==> config.mk <==
export PLATFORM = sky130hd
export DESIGN_NAME = e203_icb_dotp_engine
export DESIGN_NICKNAME = d
export VERILOG_FILES = /design/src/rtl/e203_icb_dotp_engine.sv
export SDC_FILE = /design/constraint.sdc
export NUM_CORES = 2
export LEC_CHECK = 0
export ABC_CLOCK_PERIOD_IN_PS = 16000
export BUFFER_PORTS_ARGS = -buffer_cell sky130_fd_sc_hd__clkbuf_2
export CORE_MARGIN = 1.5
export CORE_UTILIZATION = 32
export CTS_BUF_LIST = sky130_fd_sc_hd__clkbuf_16
export CTS_CLUSTER_DIAMETER = 120
export DETAILED_ROUTE_END_ITERATION = 10
export HOLD_SLACK_MARGIN = 0.12
export SYNTH_ARGS = -nofsm -noshare
export SYNTH_HDL_FRONTEND = slang
export SYNTH_SLANG_ARGS = --single-unit
==> constraint.sdc <==
create_clock -name i_clk -period 16 [get_ports i_clk]
set_input_delay 3.2 -clock i_clk [delete_from_list [all_inputs] [get_ports i_clk]]
set_output_delay 3.2 -clock i_clk [all_outputs]
set_load 0.02 [all_outputs]
==> src/rtl/e203_icb_dotp_engine.sv <==
// ICB master computing a two-lane unsigned 16x16 dot product over LEN word pairs and writing one result word.
// Optional build macro E203_DOTP_SAT_EN: saturate the 32-bit result instead of truncating the accumulator.
//
// state  | meaning
// IDLE   | waiting for start
// RW_CMD | presenting weight read command
// RW_RSP | waiting for weight read data
// RI_CMD | presenting image read command
// RI_RSP | waiting for image read data
// MAC    | accumulate both lane products, advance index
// WR_CMD | presenting result write command
// WR_RSP | waiting for write response
// DONE   | one-cycle completion pulse
module e203_icb_dotp_engine #(
    parameter int AW    = 32,
    parameter int LEN_W = 12,
    parameter int ACC_W = 48
) (
    input  logic             i_clk,
    input  logic             i_rst,
    input  logic             i_start,
    input  logic [AW-1:0]    i_w_base,
    input  logic [AW-1:0]    i_i_base,
    input  logic [AW-1:0]    i_o_addr,
    input  logic [LEN_W-1:0] i_len,
    output logic             o_busy,
    output logic             o_done,
    output logic             o_err,
    output logic             o_icb_cmd_valid,
    input  logic             i_icb_cmd_ready,
    output logic [AW-1:0]    o_icb_cmd_addr,
    output logic             o_icb_cmd_read,
    output logic [31:0]      o_icb_cmd_wdata,
    output logic [3:0]       o_icb_cmd_wmask,
    input  logic             i_icb_rsp_valid,
    output logic             o_icb_rsp_ready,
    input  logic [31:0]      i_icb_rsp_rdata,
    input  logic             i_icb_rsp_err
);

    typedef enum logic [3:0] {
        S_IDLE, S_RW_CMD, S_RW_RSP, S_RI_CMD, S_RI_RSP,
        S_MAC, S_WR_CMD, S_WR_RSP, S_DONE
    } state_t;

    state_t             r_state, w_state_nxt;
    logic [AW-1:0]      r_w_base, r_i_base, r_o_addr;
    logic [LEN_W-1:0]   r_len, r_idx;
    logic [ACC_W-1:0]   r_acc;
    logic [31:0]        r_wword, r_iword;
    logic               r_err, r_busy, r_done, r_rsp_ready;
    logic               r_cmd_valid, r_cmd_read;
    logic [AW-1:0]      r_cmd_addr;
    logic [31:0]        r_cmd_wdata;
    logic [3:0]         r_cmd_wmask;

    logic               w_start_acc, w_cmd_fire, w_rsp_fire, w_err_nxt;
    logic [AW-1:0]      w_w_base_nxt, w_i_base_nxt, w_o_addr_nxt, w_addr_off;
    logic [LEN_W-1:0]   w_len_nxt, w_idx_nxt, w_idx_inc;
    logic [ACC_W-1:0]   w_acc_nxt;
    logic [31:0]        w_p0, w_p1, w_result;
    logic [32:0]        w_lane_sum;
    logic               w_cmd_valid_nxt, w_cmd_read_nxt;
    logic [AW-1:0]      w_cmd_addr_nxt;
    logic [31:0]        w_cmd_wdata_nxt;
    logic [3:0]         w_cmd_wmask_nxt;

    assign w_start_acc = (r_state == S_IDLE) && i_start;
    assign w_cmd_fire  = r_cmd_valid && i_icb_cmd_ready;
    assign w_rsp_fire  = r_rsp_ready && i_icb_rsp_valid;
    assign w_idx_inc   = r_idx + LEN_W'(1);

    assign w_p0       = 32'(r_wword[15:0]) * 32'(r_iword[15:0]);
    assign w_p1       = 32'(r_wword[31:16]) * 32'(r_iword[31:16]);
    assign w_lane_sum = 33'(w_p0) + 33'(w_p1);

    always_comb begin
        w_state_nxt = r_state;
        case (r_state)
            S_IDLE:   if (i_start) w_state_nxt = (i_len != '0) ? S_RW_CMD : S_WR_CMD;
            S_RW_CMD: if (w_cmd_fire) w_state_nxt = S_RW_RSP;
            S_RW_RSP: if (w_rsp_fire) w_state_nxt = i_icb_rsp_err ? S_DONE : S_RI_CMD;
            S_RI_CMD: if (w_cmd_fire) w_state_nxt = S_RI_RSP;
            S_RI_RSP: if (w_rsp_fire) w_state_nxt = i_icb_rsp_err ? S_DONE : S_MAC;
            S_MAC:    w_state_nxt = (w_idx_inc == r_len) ? S_WR_CMD : S_RW_CMD;
            S_WR_CMD: if (w_cmd_fire) w_state_nxt = S_WR_RSP;
            S_WR_RSP: if (w_rsp_fire) w_state_nxt = S_DONE;
            S_DONE:   w_state_nxt = S_IDLE;
            default:  w_state_nxt = S_IDLE;
        endcase
    end

    always_comb begin
        w_w_base_nxt = w_start_acc ? i_w_base : r_w_base;
        w_i_base_nxt = w_start_acc ? i_i_base : r_i_base;
        w_o_addr_nxt = w_start_acc ? i_o_addr : r_o_addr;
        w_len_nxt    = w_start_acc ? i_len    : r_len;
        w_idx_nxt    = r_idx;
        w_acc_nxt    = r_acc;
        if (w_start_acc) begin
            w_idx_nxt = '0;
            w_acc_nxt = '0;
        end else if (r_state == S_MAC) begin
            w_idx_nxt = w_idx_inc;
            w_acc_nxt = r_acc + ACC_W'(w_lane_sum);
        end
        w_err_nxt = w_start_acc ? 1'b0 : (r_err || (w_rsp_fire && i_icb_rsp_err));
    end

    // Command fields are computed from next-cycle values so they are registered on state entry.
    assign w_addr_off = AW'({w_idx_nxt, 2'b00});

`ifdef E203_DOTP_SAT_EN
    assign w_result = (|w_acc_nxt[ACC_W-1:32]) ? 32'hFFFF_FFFF : w_acc_nxt[31:0];
`else
    assign w_result = w_acc_nxt[31:0];
`endif

    always_comb begin
        w_cmd_valid_nxt = 1'b0;
        w_cmd_read_nxt  = 1'b0;
        w_cmd_addr_nxt  = '0;
        w_cmd_wdata_nxt = '0;
        w_cmd_wmask_nxt = '0;
        case (w_state_nxt)
            S_RW_CMD: begin
                w_cmd_valid_nxt = 1'b1;
                w_cmd_read_nxt  = 1'b1;
                w_cmd_addr_nxt  = w_w_base_nxt + w_addr_off;
            end
            S_RI_CMD: begin
                w_cmd_valid_nxt = 1'b1;
                w_cmd_read_nxt  = 1'b1;
                w_cmd_addr_nxt  = w_i_base_nxt + w_addr_off;
            end
            S_WR_CMD: begin
                w_cmd_valid_nxt = 1'b1;
                w_cmd_addr_nxt  = w_o_addr_nxt;
                w_cmd_wdata_nxt = w_result;
                w_cmd_wmask_nxt = 4'hF;
            end
            default: ;
        endcase
    end

    always_ff @(posedge i_clk) begin
        if (i_rst) begin
            r_state     <= S_IDLE;
            r_w_base    <= '0;
            r_i_base    <= '0;
            r_o_addr    <= '0;
            r_len       <= '0;
            r_idx       <= '0;
            r_acc       <= '0;
            r_wword     <= '0;
            r_iword     <= '0;
            r_err       <= 1'b0;
            r_busy      <= 1'b0;
            r_done      <= 1'b0;
            r_rsp_ready <= 1'b0;
            r_cmd_valid <= 1'b0;
            r_cmd_read  <= 1'b0;
            r_cmd_addr  <= '0;
            r_cmd_wdata <= '0;
            r_cmd_wmask <= '0;
        end else begin
            r_state     <= w_state_nxt;
            r_w_base    <= w_w_base_nxt;
            r_i_base    <= w_i_base_nxt;
            r_o_addr    <= w_o_addr_nxt;
            r_len       <= w_len_nxt;
            r_idx       <= w_idx_nxt;
            r_acc       <= w_acc_nxt;
            if (r_state == S_RW_RSP && w_rsp_fire) r_wword <= i_icb_rsp_rdata;
            if (r_state == S_RI_RSP && w_rsp_fire) r_iword <= i_icb_rsp_rdata;
            r_err       <= w_err_nxt;
            r_busy      <= (w_state_nxt != S_IDLE);
            r_done      <= (w_state_nxt == S_DONE);
            r_rsp_ready <= (w_state_nxt == S_RW_RSP) || (w_state_nxt == S_RI_RSP) ||
                           (w_state_nxt == S_WR_RSP);
            r_cmd_valid <= w_cmd_valid_nxt;
            r_cmd_read  <= w_cmd_read_nxt;
            r_cmd_addr  <= w_cmd_addr_nxt;
            r_cmd_wdata <= w_cmd_wdata_nxt;
            r_cmd_wmask <= w_cmd_wmask_nxt;
        end
    end

    assign o_busy          = r_busy;
    assign o_done          = r_done;
    assign o_err           = r_err;
    assign o_icb_cmd_valid = r_cmd_valid;
    assign o_icb_cmd_addr  = r_cmd_addr;
    assign o_icb_cmd_read  = r_cmd_read;
    assign o_icb_cmd_wdata = r_cmd_wdata;
    assign o_icb_cmd_wmask = r_cmd_wmask;
    assign o_icb_rsp_ready = r_rsp_ready;

endmodule

# After elaboration in Yosys (flattened, before gate mapping)
# Cells that the tools add are included.
# totals
regBits	310
in_bits	146
word_cells	81
# classes
n_addsub	5
mul	2
eq_ne	15
mux	23
bitwise_logic	1
reduce_logical	16
# ops
cell	n
$mux 32	5
$pmux 32 s3	1
$add 32x14->32	2
$mul 16x16->32	2
$add 48x33->48	1
$mux 4	10
$add 32x32->33	1
$pmux 4 s8	1
$eq 4x3->1 const B	7
$mux 12	2
$eq 4x2->1 const B	4
$add 12x1->12 const B	1
$eq 12x12->1	1
$reduce_bool 12->1	1
$eq 4x1->1 const B	2
$logic_and 1x1->1	6
$mux 3	2
$reduce_or 2->1	3
$eq 4x4->1 const B	1
$logic_not 4->1	1
$reduce_bool 4->1	1
$logic_or 1x1->1	3
$reduce_or 3->1	1
$mux 1	2
$not 1->1	1

# Longest topological paths before layout
# depth
depth_word	7
ltp_mapped	27
ltp_nobuf	26

# Worst setup path after synthesis
# OpenSTA, ideal clock, no wires.
# synth_timing
path_kind	input to register
startpoint	input port i_icb_cmd_ready
endpoint	register r_cmd_addr[28], in the netlist o_icb_cmd_addr[28]
arrival_time_ns	7.309
t_required_ns	15.864
slack_ns	8.555
cell_stages	21
path_buffers	3
cell_sequence	nand2_1 -> or2_2 -> a311oi_2 -> and2_2 -> buf_4 -> buf_2 -> buf_1 -> nand2_1 -> a31oi_1 -> ha_1 -> inv_1 -> fa_1 -> nor2b_1 -> o21ai_0 -> a21boi_0 -> o21ai_0 -> o21a_1 -> nand4b_1 -> nor3b_1 -> xor2_1 -> o32ai_1
# synth_via
elab_chain_cells	5
word_cells_on_any_way	9
classes_between	3 x eq/ne; 5 x mux; 1 x reduce/logical
# synth_rtl
element	line_no	source
start, declared	30	input logic i_icb_cmd_ready,
$logic_and 1x1->1 *	69	assign w_cmd_fire = r_cmd_valid && i_icb_cmd_ready;
$mux 4, on equally long branches	86, 81, 83	
$pmux 4 s8 *	79	case (r_state)
$eq 4x3->1 (tied with other cells)	125	case (w_state_nxt)
$pmux 32 s3 *	125	
end signal, assigned	183	r_cmd_addr <= w_cmd_addr_nxt;
end, declared	53	logic [AW-1:0] r_cmd_addr;
# Mark *: on every way between the ends. The rest lies on a longest branch, timed or not.
# A chain may end at the register's enable or synchronous reset.

# Worst setup path after layout
# layout_timing
startpoint	register r_wword[11]
endpoint	register r_cmd_wdata[24], in the netlist o_icb_cmd_wdata[24]
# layout_via
elab_chain_cells	5
# layout_rtl
element	line_no	source
start, declared	50	logic [31:0] r_wword, r_iword;
start signal, assigned	174	if (r_state == S_RW_RSP && w_rsp_fire) r_wword <= i_icb_rsp_rdata;
$mul 16x16->32	73	assign w_p0 = 32'(r_wword[15:0]) * 32'(r_iword[15:0]);
$add 32x32->33	75	assign w_lane_sum = 33'(w_p0) + 33'(w_p1);
$add 48x33->48	105	w_acc_nxt = r_acc + ACC_W'(w_lane_sum);
$mux 32	103	end else if (r_state == S_MAC) begin
$mux 32	100	if (w_start_acc) begin
end signal, assigned	184	r_cmd_wdata <= w_cmd_wdata_nxt;
end, declared	54	logic [31:0] r_cmd_wdata;
# Every way passes these cells.

==> flow_summary.json <==
{
  "outcome": "complete, no violations",
  "power-per-cell-area_mw_per_mm2": 55.6,
  "final_hold_viol_count": 0,
  "cts_tree": "built",
  "placed_area_sq_mm": 0.0326,
  "end_kind": "register",
  "worst_ir_drop_vdd_mv": 0.0877,
  "wirelength_microns": 82500,
  "yosysSeqAreaShare": 0.191,
  "worst_hold_slack_ns": 0.447,
  "wire_per_inst_microns": 16.7,
  "antenna_found_initial": 3,
  "max_freq_mhz": 122,
  "critPathMaxFanout": 17,
  "finalPower_mw": 1.89,
  "synth-seq-cells": 291,
  "worstHoldStart": "r_i_base[20]$_SDFF_PP0_",
  "grt_usage": 0.174,
  "relSlewSlack": 0.240,
  "async_reset_ff_frac": 0,
  "synth_edf_count": 0,
  "crit_path_max_incr_delay_ns": 0.83,
  "io_pins": 220,
  "r2r_start": "r_wword[11]$_SDFFE_PP0P_",
  "syn-num-nets": 4357,
  "grt_pass1_wl_microns": 136000,
  "cap_violations": 0,
  "dieArea_sq_mm": 0.0973,
  "ctsResizeCount": 0,
  "core_area_sq_mm": 0.0947,
  "nFillCells": 9894,
  "period_needed_ns": 8.21,
  "grt_max_degree": 87,
  "grt_pass1_vias": 24500,
  "portBuffers": 219,
  "mostFrequentLayoutCells": "nand2_1 (632), inv_1 (610), fa_1 (477)",
  "initial_core_util": 0.322,
  "reg2regPathDepth": 23,
  "report.final.slew_viol_count": 0,
  "hold_end": "r_i_base[20]$_SDFF_PP0_",
  "path_cells": "nand2_1 -> fa_1 -> fa_1 -> inv_1 -> fa_1 -> inv_1 -> fa_1 -> inv_1 -> fa_1 -> fa_1 -> fa_1 -> inv_1 -> fa_1 -> inv_1 -> ha_1 -> a21oi_1 -> o21ai_0 -> a31oi_1 -> o21ai_0 -> a31oi_1 -> nor4_1 -> nor3_1 -> nor2_1",
  "final_nets": 4452,
  "cts_setup_buffers": 0,
  "crit_path_frequent_cell": "fa_1",
  "final_util": 0.359,
  "clkLatencyLatePin_ns": 0.58,
  "synth_cells": 3537,
  "cts_sinks": 291,
  "num_antenna_cells": 0,
  "min_period_over_period": 0.513,
  "slowest_stage": "dfxtp_1",
  "synth_area_leader_cell": "fa_1",
  "max_slew.worst_pin.slew_ns": 1.14,
  "final_common_cell": "nand2_1",
  "ctsRootBufferMaster": "clkbuf_16",
  "cts_buffer_depth": 3,
  "path_class": "reg -> reg",
  "yosys.cell_types.count": 79,
  "stdcell_area_sq_mm": 0.0340,
  "cts_buffers": 40,
  "overflow": 0,
  "ys_warn_count": 0,
  "r2r-end": "o_icb_cmd_wdata[24]$_SDFF_PP0_",
  "p_leak_nw": 16.0,
  "rsz0062_at_grt": "false",
  "fin_skew_ns": 0.0244,
  "min_path_type": "reg -> reg",
  "r2r_slack_ns": 7.79,
  "dieWidth_microns": 312,
  "synth_top_area_share": 0.313,
  "ys.flop_type": "dfxtp_1",
  "critPathLaunchType": "register",
  "die_h_microns": 312,
  "cts_hold_buf": 0,
  "htreeDepth": 2,
  "drive_gt1_frac": 0.0909,
  "arrival_ns": 8.66,
  "place_congestion": 0.839,
  "drcViolationCount": 0,
  "tns_ns": 0,
  "worstPathRequired_ns": 16.45,
  "drt_pass1_iterations": 5,
  "ys_top_cells_by_area": "fa_1 (31%), dfxtp_1 (19%), ha_1 (8.1%), nand2_1 (7.8%), inv_1 (7.4%)",
  "crit_start": "r_wword[11]$_SDFFE_PP0P_",
  "cts.clk_slew.worst_paths_ns": 0.06,
  "routed-via-count": 23400,
  "rows": 113,
  "place_hpwl_microns": 65700,
  "synth_area_sq_mm": 0.0305,
  "hold_depth": 2,
  "drtAntennaViolNets": 0,
  "setup_viol": 0,
  "syn_to_final_growth_pct": 11.3,
  "syn_avg_cell_area_sq_um": 8.63,
  "drtIter0Drc": 1177,
  "avgViaCountPerCell": 4.74
}
## kinds of logic after synthesis
kind of cell | after synthesis | synth area share
compound gates | 365 | 0.0748
xor+xnor | 78 | 0.0228
fa+ha+maj | 674 | 0.393
buf+inv | 785 | 0.0987
flops | 291 | 0.191
mux | 56 | 0.0186
simple gates | 1288 | 0.201
## synth_stat cells (15+ instances only)
library cell,count
a21oi_1,184
a31oi_1,30
and2_1,295
and3_1,26
buf_2,15
clkbuf_1,146
dfxtp_1,291
fa_1,477
ha_1,197
inv_1,602
mux2i_1,51
nand2_1,633
nand2b_1,17
nand3_1,35
nand4_1,19
nor2_1,142
nor2b_1,31
nor3_1,33
o21ai_0,31
xnor2_1,53
xor2_1,24
## flip-flops by register name (all words and copies together) (netlist names), 32 cells and up
name / count
r_w_base: 32
r_wword: 32
r_acc: 32
r_i_base: 32
r_iword: 32
o_icb_cmd_addr: 32
o_icb_cmd_wdata: 32
r_o_addr: 32
## worst max path at each step
stage	endpoint	slack (ns)	depth (start not counted)
finish	o_icb_cmd_wdata[24]$_SDFF_PP0_	7.79	23
global route	o_icb_cmd_wdata[24]$_SDFF_PP0_	7.34	23
CTS	o_icb_cmd_wdata[24]$_SDFF_PP0_	7.78	23
detailed placement	o_icb_cmd_addr[28]$_SDFF_PP0_	7.56	21
global placement	o_icb_cmd_addr[28]$_SDFF_PP0_	7.64	21
floorplan	o_icb_cmd_addr[28]$_SDFF_PP0_	8.55	21
## routing by layer
layer / part of all wire / routed length, microns / vias to the layer above / global-route usage
met2: 0.46 / 38300 / 591 / 0.288
met3: 0.068 / 5630 / 131 / 0.0384
met1: 0.44 / 36700 / 11600 / 0.232
met4: 0.022 / 1800 / 6 / 0.0407
li1: - / - / 11100 / -
met5: 0.00044 / 36 / - / 0
## layout make-up
class / count / area [sq um] / area share
Timing Repair Buffer: 236 / 1230 / 0.0362
Multi-Input combinational cell: 2461 / 21700 / 0.640
Tap cell: 1265 / 1580 / 0.0466
Sequential cell: 291 / 5830 / 0.171
Clock buffer: 41 / 1030 / 0.0302
Clock inverter: 31 / 327 / 0.00961
Inverter: 602 / 2260 / 0.0665
## power by group
part	total [mW]	switching [mW]	internal, mW
Sequential	0.768	0.0158	0.752
Combinational	0.195	0.124	0.0714
Clock	0.927	0.376	0.551
## critical path: cells and delay by family (launching register included)
kind	cells	cell delay [ns]
adders and majority gates	9	4.46
AOI/OAI and AO/OA	5	1.78
DFF	1	0.83
and+or+nand+nor	4	0.69
buffers and inverters	5	0.31
## stage by stage
step                      std cells  worst slack [ns]
after floorplan                3537              8.55
after global placement         4855              7.64
after detailed placement       4855              7.56
after CTS                      4927              7.78
after global routing           4927              7.34
final                          4927              7.79
(Power assumes the default switching activity.)
